## src/rtl/truth_table_sequencer.sv

```systemverilog
// rtl/truth_table_sequencer.sv - sweeps 3/4-input vectors into two function
// implementations and reports mismatch count, first failing vector and pass.
module truth_table_sequencer #(
  parameter int STEP_CYCLES = 2
) (
  input  logic       clk,
  input  logic       reset,
  input  logic       start,
  input  logic       n_sel,
  input  logic       y1,
  input  logic       y2,
  output logic [3:0] vec,
  output logic       busy,
  output logic       done,
  output logic       pass,
  output logic [4:0] mism_count,
  output logic [3:0] first_fail,
  output logic       fail_valid
);

  typedef enum logic [1:0] {IDLE, DRIVE, DONE} state_t;

  localparam logic [3:0] HOLD_LAST = 4'(STEP_CYCLES - 1);

  state_t     state, state_next;
  logic [3:0] hold;
  logic [3:0] last;
  logic       accept;
  logic       sample;
  logic       mismatch;

  assign mismatch = y1 ^ y2;
  assign busy     = (state == DRIVE);
  assign done     = (state == DONE);

  always_comb begin
    state_next = state;
    accept     = 1'b0;
    sample     = 1'b0;
    case (state)
      IDLE: begin
        if (start) begin
          state_next = DRIVE;
          accept     = 1'b1;
        end
      end
      DRIVE: begin
        if (hold == HOLD_LAST) begin
          sample = 1'b1;
          if (vec == last) state_next = DONE;
        end
      end
      DONE:    state_next = IDLE;
      default: state_next = IDLE;
    endcase
  end

  always_ff @(posedge clk) begin
    if (reset) begin
      state      <= IDLE;
      vec        <= 4'd0;
      hold       <= 4'd0;
      last       <= 4'd0;
      pass       <= 1'b0;
      mism_count <= 5'd0;
      first_fail <= 4'd0;
      fail_valid <= 1'b0;
    end else begin
      state <= state_next;
      if (accept) begin
        vec        <= 4'd0;
        hold       <= 4'd0;
        last       <= n_sel ? 4'd15 : 4'd7;
        pass       <= 1'b0;
        mism_count <= 5'd0;
        first_fail <= 4'd0;
        fail_valid <= 1'b0;
      end else if (sample) begin
        hold <= 4'd0;
        if (vec != last) vec <= vec + 4'd1;
        if (mismatch) begin
          if (mism_count != 5'd16) mism_count <= mism_count + 5'd1;
          if (!fail_valid) begin
            first_fail <= vec;
            fail_valid <= 1'b1;
          end
        end
        // Final sample: pass must account for a mismatch on this very edge.
        if (vec == last) pass <= (mism_count == 5'd0) && !mismatch;
      end else if (state == DRIVE) begin
        hold <= hold + 4'd1;
      end
    end
  end

endmodule

```

## config.mk

```make
export PLATFORM = sky130hd
export DESIGN_NAME = truth_table_sequencer
export DESIGN_NICKNAME = d
export VERILOG_FILES = /design/src/rtl/truth_table_sequencer.sv
export SDC_FILE = /design/constraint.sdc
export NUM_CORES = 1
export LEC_CHECK = 0
export CAP_MARGIN = 20
export CORE_MARGIN = 8
export CORE_UTILIZATION = 30
export DETAILED_ROUTE_END_ITERATION = 16
export PLACE_DENSITY_LB_ADDON = 0.25
export SYNTH_ARGS = -nofsm -noshare
export SYNTH_HDL_FRONTEND = slang
export SYNTH_SLANG_ARGS = --single-unit
```

## constraint.sdc

```tcl
create_clock -name clk -period 5.3 [get_ports clk]
set_input_delay 1.06 -clock clk [delete_from_list [all_inputs] [get_ports clk]]
set_output_delay 1.06 -clock clk [all_outputs]
set_load 0.02 [all_outputs]
```

Word level (Yosys, flattened, before mapping)
Index checks and enable logic that the tools add are counted.
Widths: inputs -> output; s select.

storage, ports and cells
  flip-flop bits (word level) = 25
  latch bits = 0
  RAM bits = 0
  bits in read-only memories = 0
  bits of input ports = 6
  output and inout bits = 17
  logic and storage cells = 43
  memories kept = 0

cells by class
  $add $sub $neg = 3
  multiply operators = 0
  divide/modulo/power cells = 0
  order comparisons = 0
  eq/ne operators = 9
  shifts and indexed selects = 0
  muxes and demuxes = 9
  bitwise gates (word level) = 2
  reduce and logical (&&, ||, !) cells = 12

operator list
  cell                 number
  $reduce_and 3->1     3
  $add 4x1->4 const B  2
  $mux 2               3
  $reduce_and 2->1     3
  $add 5x1->5 const B  1
  $logic_not 5->1      1
  $ne 5x5->1 const B   1
  $eq 4x1->1 const B   1
  $eq 4x4->1           1
  $mux 1               4
  $mux 4               1
  $ne 2x1->1 const B   2
  $ne 4x4->1           1
  $pmux 2 s2           1
  $reduce_or 3->1      1
  $eq 2x1->1 const B   1
  $eq 2x2->1 const B   1
  $logic_not 2->1      1
  $ne 2x2->1 const B   1
  $reduce_or 2->1      1
  $logic_and 1x1->1    1
  $logic_not 1->1      1
  $not 1->1            1
  $xor 1x1->1          1

Depth between registers and ports, before layout
Gate-level depths: netlist of run 1.

  depth after elaboration = 4
  depth in mapped cells = 7
  depth with buffers taken out = 6

Worst setup path after synthesis of run 1
Ideal clock, no wire load.

  path kind = input to register
  from = in start
  to = reg first_fail[0]
  setup time = 0.141 ns
  arrival = 2.083 ns
  required time = 5.159 ns
  slack = 3.076 ns
  stages = 5
  path buffers = 1
  cells stage by stage = nor3b_1 > nor2_1 > clkbuf_1 > nand3_1 > o21ai_0

on the way
  longest elaborated chain between the ends = 3

RTL lines
  element                    line  RTL
  start, declared            8     input logic start,
  $mux 1                     42    if (start) begin
  $mux 1                     40    case (state)
  $reduce_or 2->1 (no line)  --
  end signal, assigned       84    first_fail <= vec;
  end, declared              17    output logic [3:0] first_fail,

No other way between the ends.
A chain may end at the register's enable or synchronous reset.

Final worst setup path of run 1
  from = reg state[0]
  to = out busy

on the way
  longest elaborated chain between the ends = 1

RTL lines
  element                 line  RTL
  start, declared         25    state_t state, state_next;
  start signal, assigned  69    state <= state_next;
  $eq 2x1->1              33    assign busy = (state == DRIVE);
  end, declared           13    output logic busy,

No other way between the ends.

==> results.py, run 1 <==
metrics = {
    "timing": {
        "slew-limit-headroom_pct": 52.3,
        "setup_viol": 0,
        "max_freq_ghz": 0.343,
        "tightest_slew_ps": 711,
        "slew_violations": 0,
        "grt_setup_unrepaired": "false",
        "fin_crit_ps": 2910,
        "hold_viol_final": 0,
        "finalCritPeriodShare_pct": 54.9,
        "skew_ps": 15.8,
        "fin_setup_tns_ps": 0,
    },
    "die": {
        "ios": 23,
        "die_x_um": 76.1,
        "core_um2": 3580,
        "fp.dieArea_um2": 5800,
        "initial_utilization_pct": 30.3,
        "std_cell_rows": 22,
        "die_y_um": 76.1,
    },
    "drt": {
        "post_drt_wl_per_cell_um": 12.5,
        "drtIter0Drc": 55,
        "drtPass1Iterations": 4,
        "drc": 0,
        "drt-total-wl_um": 2380,
        "drt-vias-per-instance": 4.54,
        "antenna_left": 0,
        "dr_total_vias": 868,
    },
    "clocking": {
        "cts_setup_buffers": 0,
        "insertion_delay_ps": 320,
        "cts_tree": "yes",
        "cts_root_buf": "clkbuf_4",
        "hold_buffers": 0,
        "cts_buffer_depth": 2,
        "cts_made_buffers": 3,
        "clkSinkCount": 23,
        "h-tree-depth": 1,
        "clkTransAtPathRegs_ps": 130,
        "cts_resized": 0,
    },
    "grt": {
        "grt_usage_pct": 8.09,
        "overflow": 0,
        "grt_pass1_wl_um": 4020,
        "grt_max_degree": 20,
        "grt_pass1_vias": 872,
        "antenna_found_initial": 0,
    },
    "hold_path": {
        "holdPathStages": 2,
        "holdCritPathClass": "register to register",
        "worstHoldStart": "first_fail[3]",
    },
    "yosys": {
        "ys_ff_latch": 23,
        "synth_nets": 131,
        "syn_avg_cell_area_um2": 9.04,
        "yosysSeqAreaShare_pct": 42.4,
        "ys_types": 34,
        "netlist_instances": 120,
        "yosys_warnings": 0,
        "syn_area_um2": 1080,
    },
    "worst_setup_path": {
        "criticalPathCategory": "register to primary output",
        "worstPathRequired_ps": 4240,
        "cp.arrival_ps": 1850,
        "r2r-start": "hold[0]",
        "cp_max_fo": 6,
        "startpoint": "state[0]",
        "crit_path_start_kind": "register",
        "rr_worst_depth": 5,
        "end_kind": "primary output",
    },
    "layout": {
        "fin_nets": 155,
        "antenna_cells": 0,
        "drive_above_1_share_pct": 6.29,
        "final_cell_mix": "dfxtp_1 (23), clkdlybuf4s50_1 (22), nor2_1 (15), nand2_1 (13), nand3_1 (8)",
        "area_growth_syn_to_layout_pct": 27.5,
        "stdcell_count": 191,
        "final_common_cell": "dfxtp_1",
    },
    "flow_run": {
        "maxCapViolations": 0,
    },
    "power_and_ir_drop": {
        "p_leak_nw": 0.481,
        "peakVddDrop_v": 0.000110,
        "cellPowerDensity_nw_per_um2": 217,
    },
    "place": {
        "port_buffers": 22,
        "gp_congestion": 0.789,
        "hpwlAfterDp_um": 1780,
        "dpl.cell_count": 186,
    },
    "status": {
        "outcome": "finished, final reports clean",
    },
}
[area by class of cell]
type                            count  area [um2]
Fill cell                         375        2200
Multi-Input combinational cell     88         589
Sequential cell                    23         460
Timing Repair Buffer               23         228
Tap cell                           48        60.1
Clock buffer                        4        26.3
Inverter                            5        18.8
[cells in the mapped netlist, drive strengths merged]
cell,count,area (um2)
nor2b,2,12.5
clkbuf,3,11.3
o21a,1,7.51
nor3,1,5.00
nand3,8,40.0
nor4,3,25.0
nor3b,3,22.5
xor2,3,26.3
mux2i,5,50.1
buf,1,5.00
a21oi,1,5.00
or3,2,12.5
nand4b,1,8.76
or4,2,18.8
or2,2,12.5
nand4,3,18.8
a211oi,1,7.51
a211o,1,8.76
a2111oi,2,36.3
dfxtp,23,460
o31ai,1,7.51
ha,5,62.6
nand2b,2,12.5
nor2,15,56.3
xnor2,5,43.8
or3b,1,11.3
o21ai,5,28.8
inv,5,18.8
nand2,13,48.8
[path summary, 6_finish.rpt]
kind,to,slack [ps]
max,busy,2390
min,first_fail[3],470
max reg2reg,vec[0],3260
min reg2reg,first_fail[3],470
[power by group]
| group | internal, W | total [W] | switching, W | leakage [nW] |
|---|---|---|---|---|
| Clock | 0.0000294 | 0.0000827 | 0.0000533 | 0.0150 |
| Combinational | 0.0000151 | 0.0000368 | 0.0000217 | 0.280 |
| Sequential | 0.000176 | 0.000180 | 0.00000371 | 0.186 |
| Total | 0.000221 | 0.000300 | 0.0000787 | 0.481 |
[logic make-up (layout without fill, tap and decap cells)]
family	after synthesis	after routing	synth area share, %
XOR/XNOR	8	8	6.46
flip-flops	23	23	42.4
AO/OA/AOI/OAI	12	12	9.34
adder cells (fa/ha/maj)	5	5	5.77
AND/OR/NAND/NOR	58	58	28.1
buffers and inverters	9	32	3.23
multiplexers	5	5	4.61
[worst max-delay path, cell delays in order, from the launching register on]
cell and delay, ps:
dfxtp_1 420, nand2b_1 220, inv_1 240, clkdlybuf4s50_1 650
[state kept, by name (all words and copies together), names as in the netlist]
signal      flops
first_fail      4
vec             4
hold            4
pass            1
last            2
state           2
mism_count      5
fail_valid      1
[stage by stage]
step | hold WS [ps] | setup WS [ps] | instance area [um2] | total power, W | util [%]
2_1_floorplan | 429 | 3080 | 1080 | 0.000208 | -
3_3_place_gp | 457 | 2290 | 1350 | 0.000219 | 37.7
3_5_place_dp | 455 | 2160 | 1350 | 0.000220 | 37.7
4_1_cts | 473 | 2380 | 1380 | 0.000301 | 38.4
5_1_grt | 497 | 2310 | 1380 | 0.000313 | 38.6
6_report | 468 | 2390 | 1380 | 0.000300 | 38.6
[metal layers]
metal / GRT usage [%] / routed length (um) / up-vias
li1: - / - / 459
met1: 9.59 / 1150 / 393
met2: 13.1 / 1090 / 14
met3: 2.83 / 125 / 2
met4: 2.88 / 21 / 0
met5: 0 / 0 / -
Power figures use the tool's default switching activity.
==> run 2, diff against run 1 <==
clock period = 2.73 ns   (was 5.3 ns; I/O delays follow)
==> results.py, run 2 (synthesis gave the netlist of run 1 again) <==
metrics = {
    "status": {
        "outcome": "finished, final reports clean",
    },
    "layout": {
        "fillers": 370,
        "final_common_cell": "dfxtp_1",
        "largest_register_ffs": 5,
        "antenna_cells": 0,
        "area_growth_syn_to_layout_pct": 29.5,
        "drive_above_1_share_pct": 8.22,
        "fin_area_um2": 1410,
        "fin_nets": 158,
        "stdcell_count": 194,
        "final_cell_mix": "dfxtp_1 (23), clkdlybuf4s50_1 (22), nor2_1 (15), nand2_1 (13), nand3_1 (8)",
        "fin_util_pct": 39.3,
        "max_flop_register": "mism_count",
    },
    "drt": {
        "antenna_left": 0,
        "drc": 0,
        "drtPass1Iterations": 4,
        "drtIter0Drc": 92,
        "drt-vias-per-instance": 4.61,
        "dr_total_vias": 894,
        "drt-total-wl_um": 2280,
        "post_drt_wl_per_cell_um": 11.8,
    },
    "power_and_ir_drop": {
        "total_power_w": 0.000584,
        "p_leak_nw": 0.496,
        "cellPowerDensity_nw_per_um2": 416,
        "peakVddDrop_v": 0.000154,
    },
    "timing": {
        "max_freq_ghz": 0.424,
        "slew_violations": 0,
        "skew_ps": 5.62,
        "grt_setup_unrepaired": "false",
        "hold_viol_final": 0,
        "slew-limit-headroom_pct": 61.9,
        "tightest_slew_ps": 567,
        "fin_setup_tns_ps": 0,
        "setup_viol": 0,
        "fin_crit_ps": 2360,
        "finalCritPeriodShare_pct": 86.4,
    },
    "worst_setup_path": {
        "cp_max_fo": 6,
        "slowest_delay_ps": 640,
        "cp_slowest_cell": "clkdlybuf4s50_1",
        "startpoint": "state[0]",
        "end_kind": "primary output",
        "cp_cell_sequence": "nand2b_1, inv_1, clkdlybuf4s50_1",
        "worstPathRequired_ps": 2180,
        "crit_path_start_kind": "register",
        "cp.arrival_ps": 1810,
        "r2r_end": "vec[0]",
        "rr_worst_depth": 5,
        "reg2reg_slack_ps": 730,
        "criticalPathCategory": "register to primary output",
        "crit_end": "busy",
        "r2r-start": "hold[0]",
    },
    "clocking": {
        "clkTransAtPathRegs_ps": 130,
        "cts_resized": 0,
        "cts_buffer_depth": 2,
        "cts_tree": "yes",
        "cts_setup_buffers": 0,
        "insertion_delay_ps": 310,
        "h-tree-depth": 1,
        "cts_root_buf": "clkbuf_4",
        "clkSinkCount": 23,
        "cts_made_buffers": 3,
        "hold_buffers": 0,
    },
    "die": {
        "initial_utilization_pct": 30.3,
        "die_x_um": 76.1,
        "std_cell_rows": 22,
        "fp.dieArea_um2": 5800,
        "ios": 23,
        "core_um2": 3580,
        "die_y_um": 76.1,
    },
    "grt": {
        "overflow": 0,
        "grt_usage_pct": 8.14,
        "grt_pass1_vias": 919,
        "use_met2_pct": 14.1,
        "grt_pass1_wl_um": 4030,
        "grt.busiest_layer": "met2",
        "antenna_found_initial": 0,
        "met1_usage_pct": 8.98,
        "grt_max_degree": 20,
        "met3_usage_pct": 2.36,
    },
    "flow_run": {
        "maxCapViolations": 0,
    },
    "place": {
        "post_dp_cell_area_um2": 1370,
        "hpwlAfterDp_um": 1770,
        "port_buffers": 22,
        "dpl.cell_count": 189,
        "gp_congestion": 0.781,
    },
    "hold_path": {
        "holdCritPathClass": "register to register",
    },
}
==> run 2: through the flow <==
step | hold slack [ps] | setup WS [ps]
after floorplan | 429 | 878
after global placement | 458 | 263
after detailed placement | 462 | 182
after CTS | 480 | 330
after global routing | 499 | 225
final | 473 | 370
==> run 2: how the worst min path moves through the flow <==
stage                     slack, ps  cells past startpoint             to          start
after floorplan                 430                      1       state[0]       state[1]
after global placement          460                      2  first_fail[0]  first_fail[0]
after detailed placement        460                      2  first_fail[0]  first_fail[0]
after CTS                       480                      2  first_fail[0]  first_fail[0]
after global routing            500                      1       state[0]       state[1]
final                           470                      2  first_fail[3]  first_fail[3]
==> run 2: final cells by class <==
class                   count  area, um2  area share [%]
multi-input cells          88        589            41.9
flip-flops and latches     23        460            32.8
repair buffers             26        250            17.8
well taps                  48       60.1            4.27
clock buffers               4       26.3            1.87
inverters                   5       18.8            1.34
==> run 2: per-layer routing <==
layer  vias to the layer above  share of wire (%)
li1                        463                  -
met1                       418                 44
met2                        11                 51
met3                         2                4.8
met4                         0               0.48
met5                         -                  0
==> run 2: power breakdown <==
group | internal (W) | switching, W | leakage, nW
Clock | 0.0000570 | 0.000102 | 0.0150
Sequential | 0.000342 | 0.00000654 | 0.186
Combinational | 0.0000334 | 0.0000423 | 0.294
==> run 2: critical path: cells and delay by family (launching register included) <==
kind,cells,cell delay [ps]
flip-flops,1,410
AND/OR/NAND/NOR,1,210
buffers and inverters,2,870
==> run 3, diff against run 2 <==
clock period = 2.14 ns   (was 2.73 ns; I/O delays follow)
==> results.py, run 3 (synthesis gave the netlist of run 1 again) <==
metrics = {
    "worst_setup_path": {
        "end_kind": "register",
        "worstPathRequired_ps": 2400,
        "crit_path_start_kind": "register",
        "cp_max_fo": 7,
        "cp.arrival_ps": 2250,
        "criticalPathCategory": "register to register",
        "reg2reg_slack_ps": 160,
        "r2r_end": "vec[0]",
        "r2r-start": "hold[0]",
        "rr_worst_depth": 5,
    },
    "hold_path": {
        "worstHoldStart": "first_fail[0]",
        "min_to": "first_fail[0]",
        "holdCritPathClass": "register to register",
        "holdPathStages": 2,
    },
    "clocking": {
        "cts_root_buf": "clkbuf_4",
        "clkTransAtPathRegs_ps": 130,
        "h-tree-depth": 1,
        "insertion_delay_ps": 310,
        "hold_buffers": 0,
        "cts_buffer_depth": 2,
        "cts_resized": 0,
        "cts_tree": "yes",
        "cts_setup_buffers": 0,
        "cts_made_buffers": 3,
        "clkSinkCount": 23,
    },
    "die": {
        "fp.dieArea_um2": 5800,
        "ios": 23,
        "std_cell_rows": 22,
        "die_x_um": 76.1,
        "core_um2": 3580,
        "initial_utilization_pct": 30.3,
        "die_y_um": 76.1,
    },
    "timing": {
        "finalCritPeriodShare_pct": 92.7,
        "skew_ps": 10.1,
        "setup_slack_ps": 156,
        "max_freq_ghz": 0.504,
        "setup_viol": 0,
        "tightest_slew_ps": 636,
        "hold_viol_final": 0,
        "slew_violations": 0,
        "fin_setup_tns_ps": 0,
        "fin_crit_ps": 1980,
        "slew-limit-headroom_pct": 57.3,
        "grt_setup_unrepaired": "false",
    },
    "layout": {
        "antenna_cells": 0,
        "area_growth_syn_to_layout_pct": 31.3,
        "fin_nets": 160,
        "drive_above_1_share_pct": 10.1,
        "largest_register_ffs": 5,
        "final_common_cell": "dfxtp_1",
        "max_flop_register": "mism_count",
        "fillers": 381,
        "final_cell_mix": "dfxtp_1 (23), clkdlybuf4s50_1 (21), nor2_1 (15), nand2_1 (13), nand3_1 (8)",
    },
    "power_and_ir_drop": {
        "intPower_w": 0.000551,
        "swShare_pct": 25.9,
        "p_leak_nw": 0.521,
        "cellPowerDensity_nw_per_um2": 522,
        "sequentialPowerShare_pct": 59.9,
        "peakVddDrop_v": 0.000359,
        "clockPowerShare_pct": 26.8,
        "comb_power_share_pct": 13.2,
        "switching_power_w": 0.000192,
    },
    "drt": {
        "drt-vias-per-instance": 4.76,
        "antenna_left": 0,
        "drtPass1Iterations": 2,
        "drt-total-wl_um": 2300,
        "dr_total_vias": 933,
        "post_drt_wl_per_cell_um": 11.7,
        "drtIter0Drc": 30,
        "drc": 0,
    },
    "grt": {
        "grt_usage_pct": 8.22,
        "grt_max_degree": 20,
        "grt_pass1_wl_um": 4090,
        "overflow": 0,
        "grt_pass1_vias": 963,
        "antenna_found_initial": 0,
    },
    "place": {
        "pre_cts_slack_ps": 164,
        "gp_congestion": 0.742,
        "port_buffers": 22,
        "hpwlAfterDp_um": 1770,
    },
    "status": {
        "outcome": "finished, final reports clean",
    },
    "flow_run": {
        "maxCapViolations": 0,
    },
}
[run 3: worst max-delay path by stage]
stage,slack [ps],cells after the start,startpoint,endpoint
global placement,200,5,hold[0],vec[0]
detailed placement,160,5,hold[0],vec[0]
finish,160,5,hold[0],vec[0]
CTS,60,3,state[1],busy
floorplan,290,6,hold[0],vec[0]
global route,10,5,hold[0],vec[2]
[run 3: critical path: stages (launching register included)]
cell and delay, ps:
dfxtp_1 410, ha_1 160, or3b_4 420, or2_0 360, or4_4 530, o21ai_2 60
[run 3: metal layers]
layer  vias to the layer above  wire length [um]  track usage [%]
li1                        470                 -                -
met1                       446              1050             8.94
met2                        15              1140             14.1
met3                         2               102             3.18
met4                         0                11             2.88
met5                         -                 0                0
[run 3: cell type report]
class	instances	area [um2]	area share, %
clock buffer	3	22.5	1.58
clock inverter	1	5.00	0.351
inverter	5	18.8	1.32
multi-input combinational	88	589	41.4
sequential	23	460	32.3
tap	48	60.1	4.22
timing repair buffer	28	268	18.8
[run 3: metrics by stage]
stage	power, W	area, um2	instances	hold WS, ps	util (%)
3_3_place_gp	0.000552	1390	192	446	39.0
5_1_grt	0.000787	1420	196	505	39.8
2_1_floorplan	0.000516	1080	120	429	-
3_5_place_dp	0.000554	1390	192	453	39.0
6_report	0.000743	1420	196	472	39.8
4_1_cts	0.000757	1420	196	480	39.7
[run 3: power groups by stage]
stage | registers (W) | logic [W] | clock network (W)
finish | 0.000445 | 0.0000982 | 0.000199
global route | 0.000447 | 0.000109 | 0.000231
CTS | 0.000446 | 0.0000994 | 0.000212
detailed placement | 0.000455 | 0.0000991 | 0
global placement | 0.000454 | 0.0000975 | 0
floorplan | 0.000454 | 0.0000615 | 0
==> variant 1 (settings of run 1) <==
Add an input register stage for `start`, `n_sel`, `y1` and `y2`; this delays them by one clock.
--- a/src/rtl/truth_table_sequencer.sv
+++ b/src/rtl/truth_table_sequencer.sv
@@ -22,6 +22,18 @@
 
   localparam logic [3:0] HOLD_LAST = 4'(STEP_CYCLES - 1);
 
+  logic start_q;
+  logic n_sel_q;
+  logic y1_q;
+  logic y2_q;
+
+  always_ff @(posedge clk) begin
+    start_q <= start;
+    n_sel_q <= n_sel;
+    y1_q    <= y1;
+    y2_q    <= y2;
+  end
+
   state_t     state, state_next;
   logic [3:0] hold;
   logic [3:0] last;
@@ -29,7 +41,7 @@
   logic       sample;
   logic       mismatch;
 
-  assign mismatch = y1 ^ y2;
+  assign mismatch = y1_q ^ y2_q;
   assign busy     = (state == DRIVE);
   assign done     = (state == DONE);
 
@@ -39,7 +51,7 @@
     sample     = 1'b0;
     case (state)
       IDLE: begin
-        if (start) begin
+        if (start_q) begin
           state_next = DRIVE;
           accept     = 1'b1;
         end
@@ -70,7 +82,7 @@
       if (accept) begin
         vec        <= 4'd0;
         hold       <= 4'd0;
-        last       <= n_sel ? 4'd15 : 4'd7;
+        last       <= n_sel_q ? 4'd15 : 4'd7;
         pass       <= 1'b0;
         mism_count <= 5'd0;
         first_fail <= 4'd0;
Formal check against the unedited RTL: not equivalent (Yosys sat finds a counterexample within 4 cycles, from zero or initial values and one cycle with reset high).
==> variant 1 against run 1 <==
Utilization increased by 1.5 points; design area increased by 7.1%; worst hold slack hardly changed; critical path depth unchanged; routed wire length up 3.9%; sequential power increased by 18%; sequential cell count rose by 4; worst setup slack improved by 0.084 ns; area after synthesis rose by 7.4%; total power increased by 21%; die area is 5.8% higher; via count increased by 6.5%.
==> variant 1: results (changes against run 1) <==
| Metric | Value |
|---|---|
| Sw power | `0.08577 mW (+9.0%)` |
| Largest cells by area after synthesis | `dfxtp_1 46%, ha_1 5.4%, nor2_1 4.8%, mux2i_1 4.3%, nand2_1 4.2%` |
| Worst r2r dst | `vec[0]$_SDFFE_PP0P_` |
| Drt initial violations | `32 (-42%)` |
| Post-Syn Nets | `135 (+3.1%)` |
| # diodes | `0 (unchanged)` |
| Via/cell ratio | `4.738 (+4.3%)` |
| WL per Instance | `12.68 um (+1.8%)` |
| WHS | `0.4683 ns (+0.0004300 ns)` |
| CP arrival | `1.77 ns (-0.08 ns)` |
| Worst hold start | `first_fail[1]$_SDFFE_PP0P_` |
| Crit-path max cell delay | `0.64 ns` |
| GRT Total Usage | `8.312% (+0.23 points)` |
| Post-Route Skew | `0.004701 ns (-0.01109 ns)` |
| Synth top cells by count | `27 x dfxtp_1, 15 x nor2_1, 13 x nand2_1, 8 x nand3_1` |
| Fmax achieved | `0.3535 GHz (+3.0%)` |
| Leak | `0.5225 nW (+8.6%)` |
| Worst slew margin | `54.83% (+2.5 points)` |
| Clock transition at path regs | `0.09 ns (-0.04 ns)` |
| CP startpoint | `state[1]$_SDFFE_PP0P_` |
| Fin nets | `159 (+2.6%)` |
| Worst vdd ir | `102.7 uV (-6.3%)` |
| Share of cells above drive strength 1 | `6.122% (-0.17 points)` |
| Register with the most flip-flops | `mism_count` |
| Hold Fails Final Rpt | `0 (unchanged)` |
| Placer congestion estimate | `0.7819 (-0.90%)` |
| Worst Hold Endpoint | `first_fail[1]$_SDFFE_PP0P_` |
| Sequential fraction of the synthesis area | `46.40% (+4.0 points)` |
| Clk Latency, worst-skew pair | `0.27 ns (-0.05 ns)` |
| Status | `complete, no violations` |
| DP HPWL | `1813 um (+2.1%)` |
| Global-route wire length before repair | `4195 um (+4.5%)` |
| Root Buffer | `clkbuf_8` |
| Initial DRT Pass Iterations | `3 (-1)` |
| Fill count | `392 (+4.5%)` |
| R2R Setup Slk | `3.31 ns (+0.05 ns)` |
| Number of global-route vias before repair | `911 (+4.5%)` |
| Dpl ws | `2.199 ns (+0.04190 ns)` |
==> variant 1: cell types whose count changed after synthesis <==
cell	delta
dfxtp_1	+4
==> variant 1: per-layer routing <==
layer  part of all wire (%)  GRT usage, %
met1                     46         9.254
met2                     45         13.59
met4                    1.9         3.889
met5                      0             0
met3                    6.8         3.303
==> variant 1: cells by family (layout without fill, tap and decap cells) <==
family / after synthesis / count (layout) / synth area share (%)
buffers and inverters: 9 / 32 / 3.007
DFF: 27 / 27 / 46.40
AOI/OAI and AO/OA: 12 / 12 / 8.701
xor gates and xnor gates: 8 / 8 / 6.015
muxes: 5 / 5 / 4.297
and+or+nand+nor: 58 / 58 / 26.21
adders and majority gates: 5 / 5 / 5.371
==> variant 1: area by class of cell <==
type	instances	area share [%]
timing repair buffer	23	15.37
tap	48	4.054
inverter	5	1.267
clock buffer	4	3.041
multi-input combinational	88	39.78
sequential	27	36.49
==> variant 1: per-stage QoR <==
stage	cell area (sq um)	cells	utilization, %	power [mW]
2_1_floorplan	1165	124	-	0.2410
3_3_place_gp	1429	190	38.74	0.2518
3_5_place_dp	1429	190	38.74	0.2526
4_1_cts	1474	194	39.96	0.3685
5_1_grt	1481	195	40.16	0.3835
6_report	1481	195	40.16	0.3624
==> variant 1: power by group through the flow <==
stage | logic [mW] | registers, mW | clock network (mW)
after CTS | 0.0362 | 0.212 | 0.120
final | 0.0365 | 0.212 | 0.114
after global routing | 0.0405 | 0.213 | 0.130
after detailed placement | 0.0359 | 0.217 | 0
after global placement | 0.0353 | 0.217 | 0
after floorplan | 0.0248 | 0.216 | 0
==> variant 1: worst max-delay path: cells and delay by family, from the launching register on <==
kind	cells	cell delay, ns
buffers and inverters	2	0.87
flip-flops	1	0.34
AND/OR/NAND/NOR	1	0.28
==> variant 2 (settings of run 1) <==
Made on the original files. The 3 states of `state_t` get a one-hot encoding in 3 bits.
--- a/src/rtl/truth_table_sequencer.sv
+++ b/src/rtl/truth_table_sequencer.sv
@@ -18,7 +18,7 @@
   output logic       fail_valid
 );
 
-  typedef enum logic [1:0] {IDLE, DRIVE, DONE} state_t;
+  typedef enum logic [2:0] {IDLE = 3'b001, DRIVE = 3'b010, DONE = 3'b100} state_t;
 
   localparam logic [3:0] HOLD_LAST = 4'(STEP_CYCLES - 1);
 
Check against the original RTL: no difference found for any inputs over 10 cycles, from zero or initial values and one cycle with reset high; not proved beyond that.
==> variant 2 against run 1 <==
Area after synthesis up 9.5%; sequential cell count up 1; worst setup slack worse by 0.22 ns; routed wire length up 10%; sequential share of layout area down 1.7 points; design area up 10%; clock skew down 0.013 ns; total power up 25%; largest cell class unchanged; highest routed layer unchanged.
==> variant 2: results (changes against run 1) <==
| Metric | Value |
|---|---|
| Synth top cells by count | `24 x dfxtp_1, 13 x nor2_1, 10 x nand2_1, 9 x nand3_1, 6 x o21ai_0` |
| Worst vdd ir | `151.9 uV (+38%)` |
| CP max-delay cell | `or3b_1` |
| Synth Area in Compound Gates | `15.28% (+5.9 points)` |
| Status | `complete, no violations` |
| Fin nets | `158 (+1.9%)` |
| Share of cells above drive strength 1 | `10.27% (+4.0 points)` |
| Clock transition at path regs | `0.08 ns (-0.05 ns)` |
| Worst hold start | `first_fail[0]$_SDFFE_PP0P_` |
| Multiplexer share of the synthesized area | `1.686% (-2.9 points)` |
| Largest cells by area after synthesis | `dfxtp_1 40%, ha_1 5.3%, a2111oi_4 4.6%, nor2_1 4.1%, nand3_1 3.8%` |
| Least-Margin Pin Slew | `0.9761 ns (+0.2655 ns)` |
| Crit-path max cell delay | `0.63 ns (-0.02 ns)` |
| Sequential fraction of the synthesis area | `40.46% (-2.0 points)` |
| Max FO, Critical Path | `9 (+3)` |
| Dpl ws | `2.199 ns (+0.04169 ns)` |
| Yosys cell types | `39 (+15%)` |
| Post-Route Skew | `0.002768 ns (-0.01303 ns)` |
| Worst r2r dst | `vec[2]$_SDFFE_PP0P_` |
| R2R Path Start | `hold[0]$_SDFFE_PP0N_` |
| Drt initial violations | `46 (-16%)` |
| Placer congestion estimate | `0.7130 (-9.6%)` |
| DP HPWL | `1977 um (+11%)` |
| Root Buffer | `clkbuf_8` |
| Clk Latency, worst-skew pair | `0.26 ns (-0.06 ns)` |
| Post-synthesis adder-cell area fraction | `5.269% (-0.50 points)` |
## variant 2: changes by cell type in the layout (fill, tap and decap cells not counted), moves of 2 or more
cell | run 1 | this run
a21oi_1 | 1 | 3
clkbuf_4 | 3 | 0
clkbuf_8 | 0 | 3
mux2i_1 | 5 | 2
nand2_1 | 13 | 10
nor2_1 | 15 | 13
nor2b_1 | 2 | 0
o211ai_1 | 0 | 2
o21ai_0 | 4 | 6
## variant 2: cell type report
type / instances / area, sq um / area share [%]
clock buffer: 3 / 41.29 / 2.716
clock inverter: 1 / 30.03 / 1.975
inverter: 5 / 31.28 / 2.058
multi-input combinational: 91 / 654.4 / 43.05
sequential: 24 / 480.5 / 31.60
tap: 50 / 62.56 / 4.115
timing repair buffer: 22 / 220.2 / 14.49
## variant 2: metrics by stage
stage,hold WS (ns),std cells,cell area (sq um),util (%)
floorplan,0.4487,123,1187,-
global placement,0.4509,192,1449,37.02
detailed placement,0.4644,192,1449,37.02
CTS,0.4877,196,1520,38.84
global route,0.5173,196,1520,38.84
finish,0.4767,196,1520,38.84
## variant 2: critical path, delay by kind of cell (launching register included)
| family | cells | cell delay (ns) |
|---|---|---|
| buf+inv | 2 | 0.78 |
| flops | 1 | 0.39 |
| simple gates | 1 | 0.63 |
## variant 2: cells by family (layout without fill, tap and decap cells)
family          after synthesis  count (layout)
fa+ha+maj                     5               5
simple gates                 55              55
compound gates               21              21
xor+xnor                      8               8
flops                        24              24
mux                           2               2
buf+inv                       8              31
## variant 2: metal layers
metal / GRT usage (%) / share of wire (%) / wire, um
met1: 11.03 / 46 / 1202
met2: 14.33 / 49 / 1272
met3: 2.370 / 4.3 / 112
met4: 4.444 / 1.3 / 33
met5: 0 / 0 / 0
## variant 2: report_power, final
group	total [mW]	internal, mW	switching [mW]
registers	0.185	0.183	0.00247
logic	0.0296	0.0115	0.0181
clock network	0.158	0.101	0.0574
total	0.373	0.295	0.0780
## variant 2: worst max path at each step
stage | start | endpoint | slack [ns] | cells after the start
floorplan | start | vec[1]$_SDFFE_PP0P_ | 3.00 | 5
global placement | start | hold[1]$_SDFFE_PP0N_ | 2.29 | 5
detailed placement | start | hold[1]$_SDFFE_PP0N_ | 2.20 | 5
CTS | state[1]$_SDFFE_PP0P_ | busy | 2.15 | 3
global route | state[1]$_SDFFE_PP0P_ | busy | 2.09 | 3
finish | state[1]$_SDFFE_PP0P_ | busy | 2.16 | 3
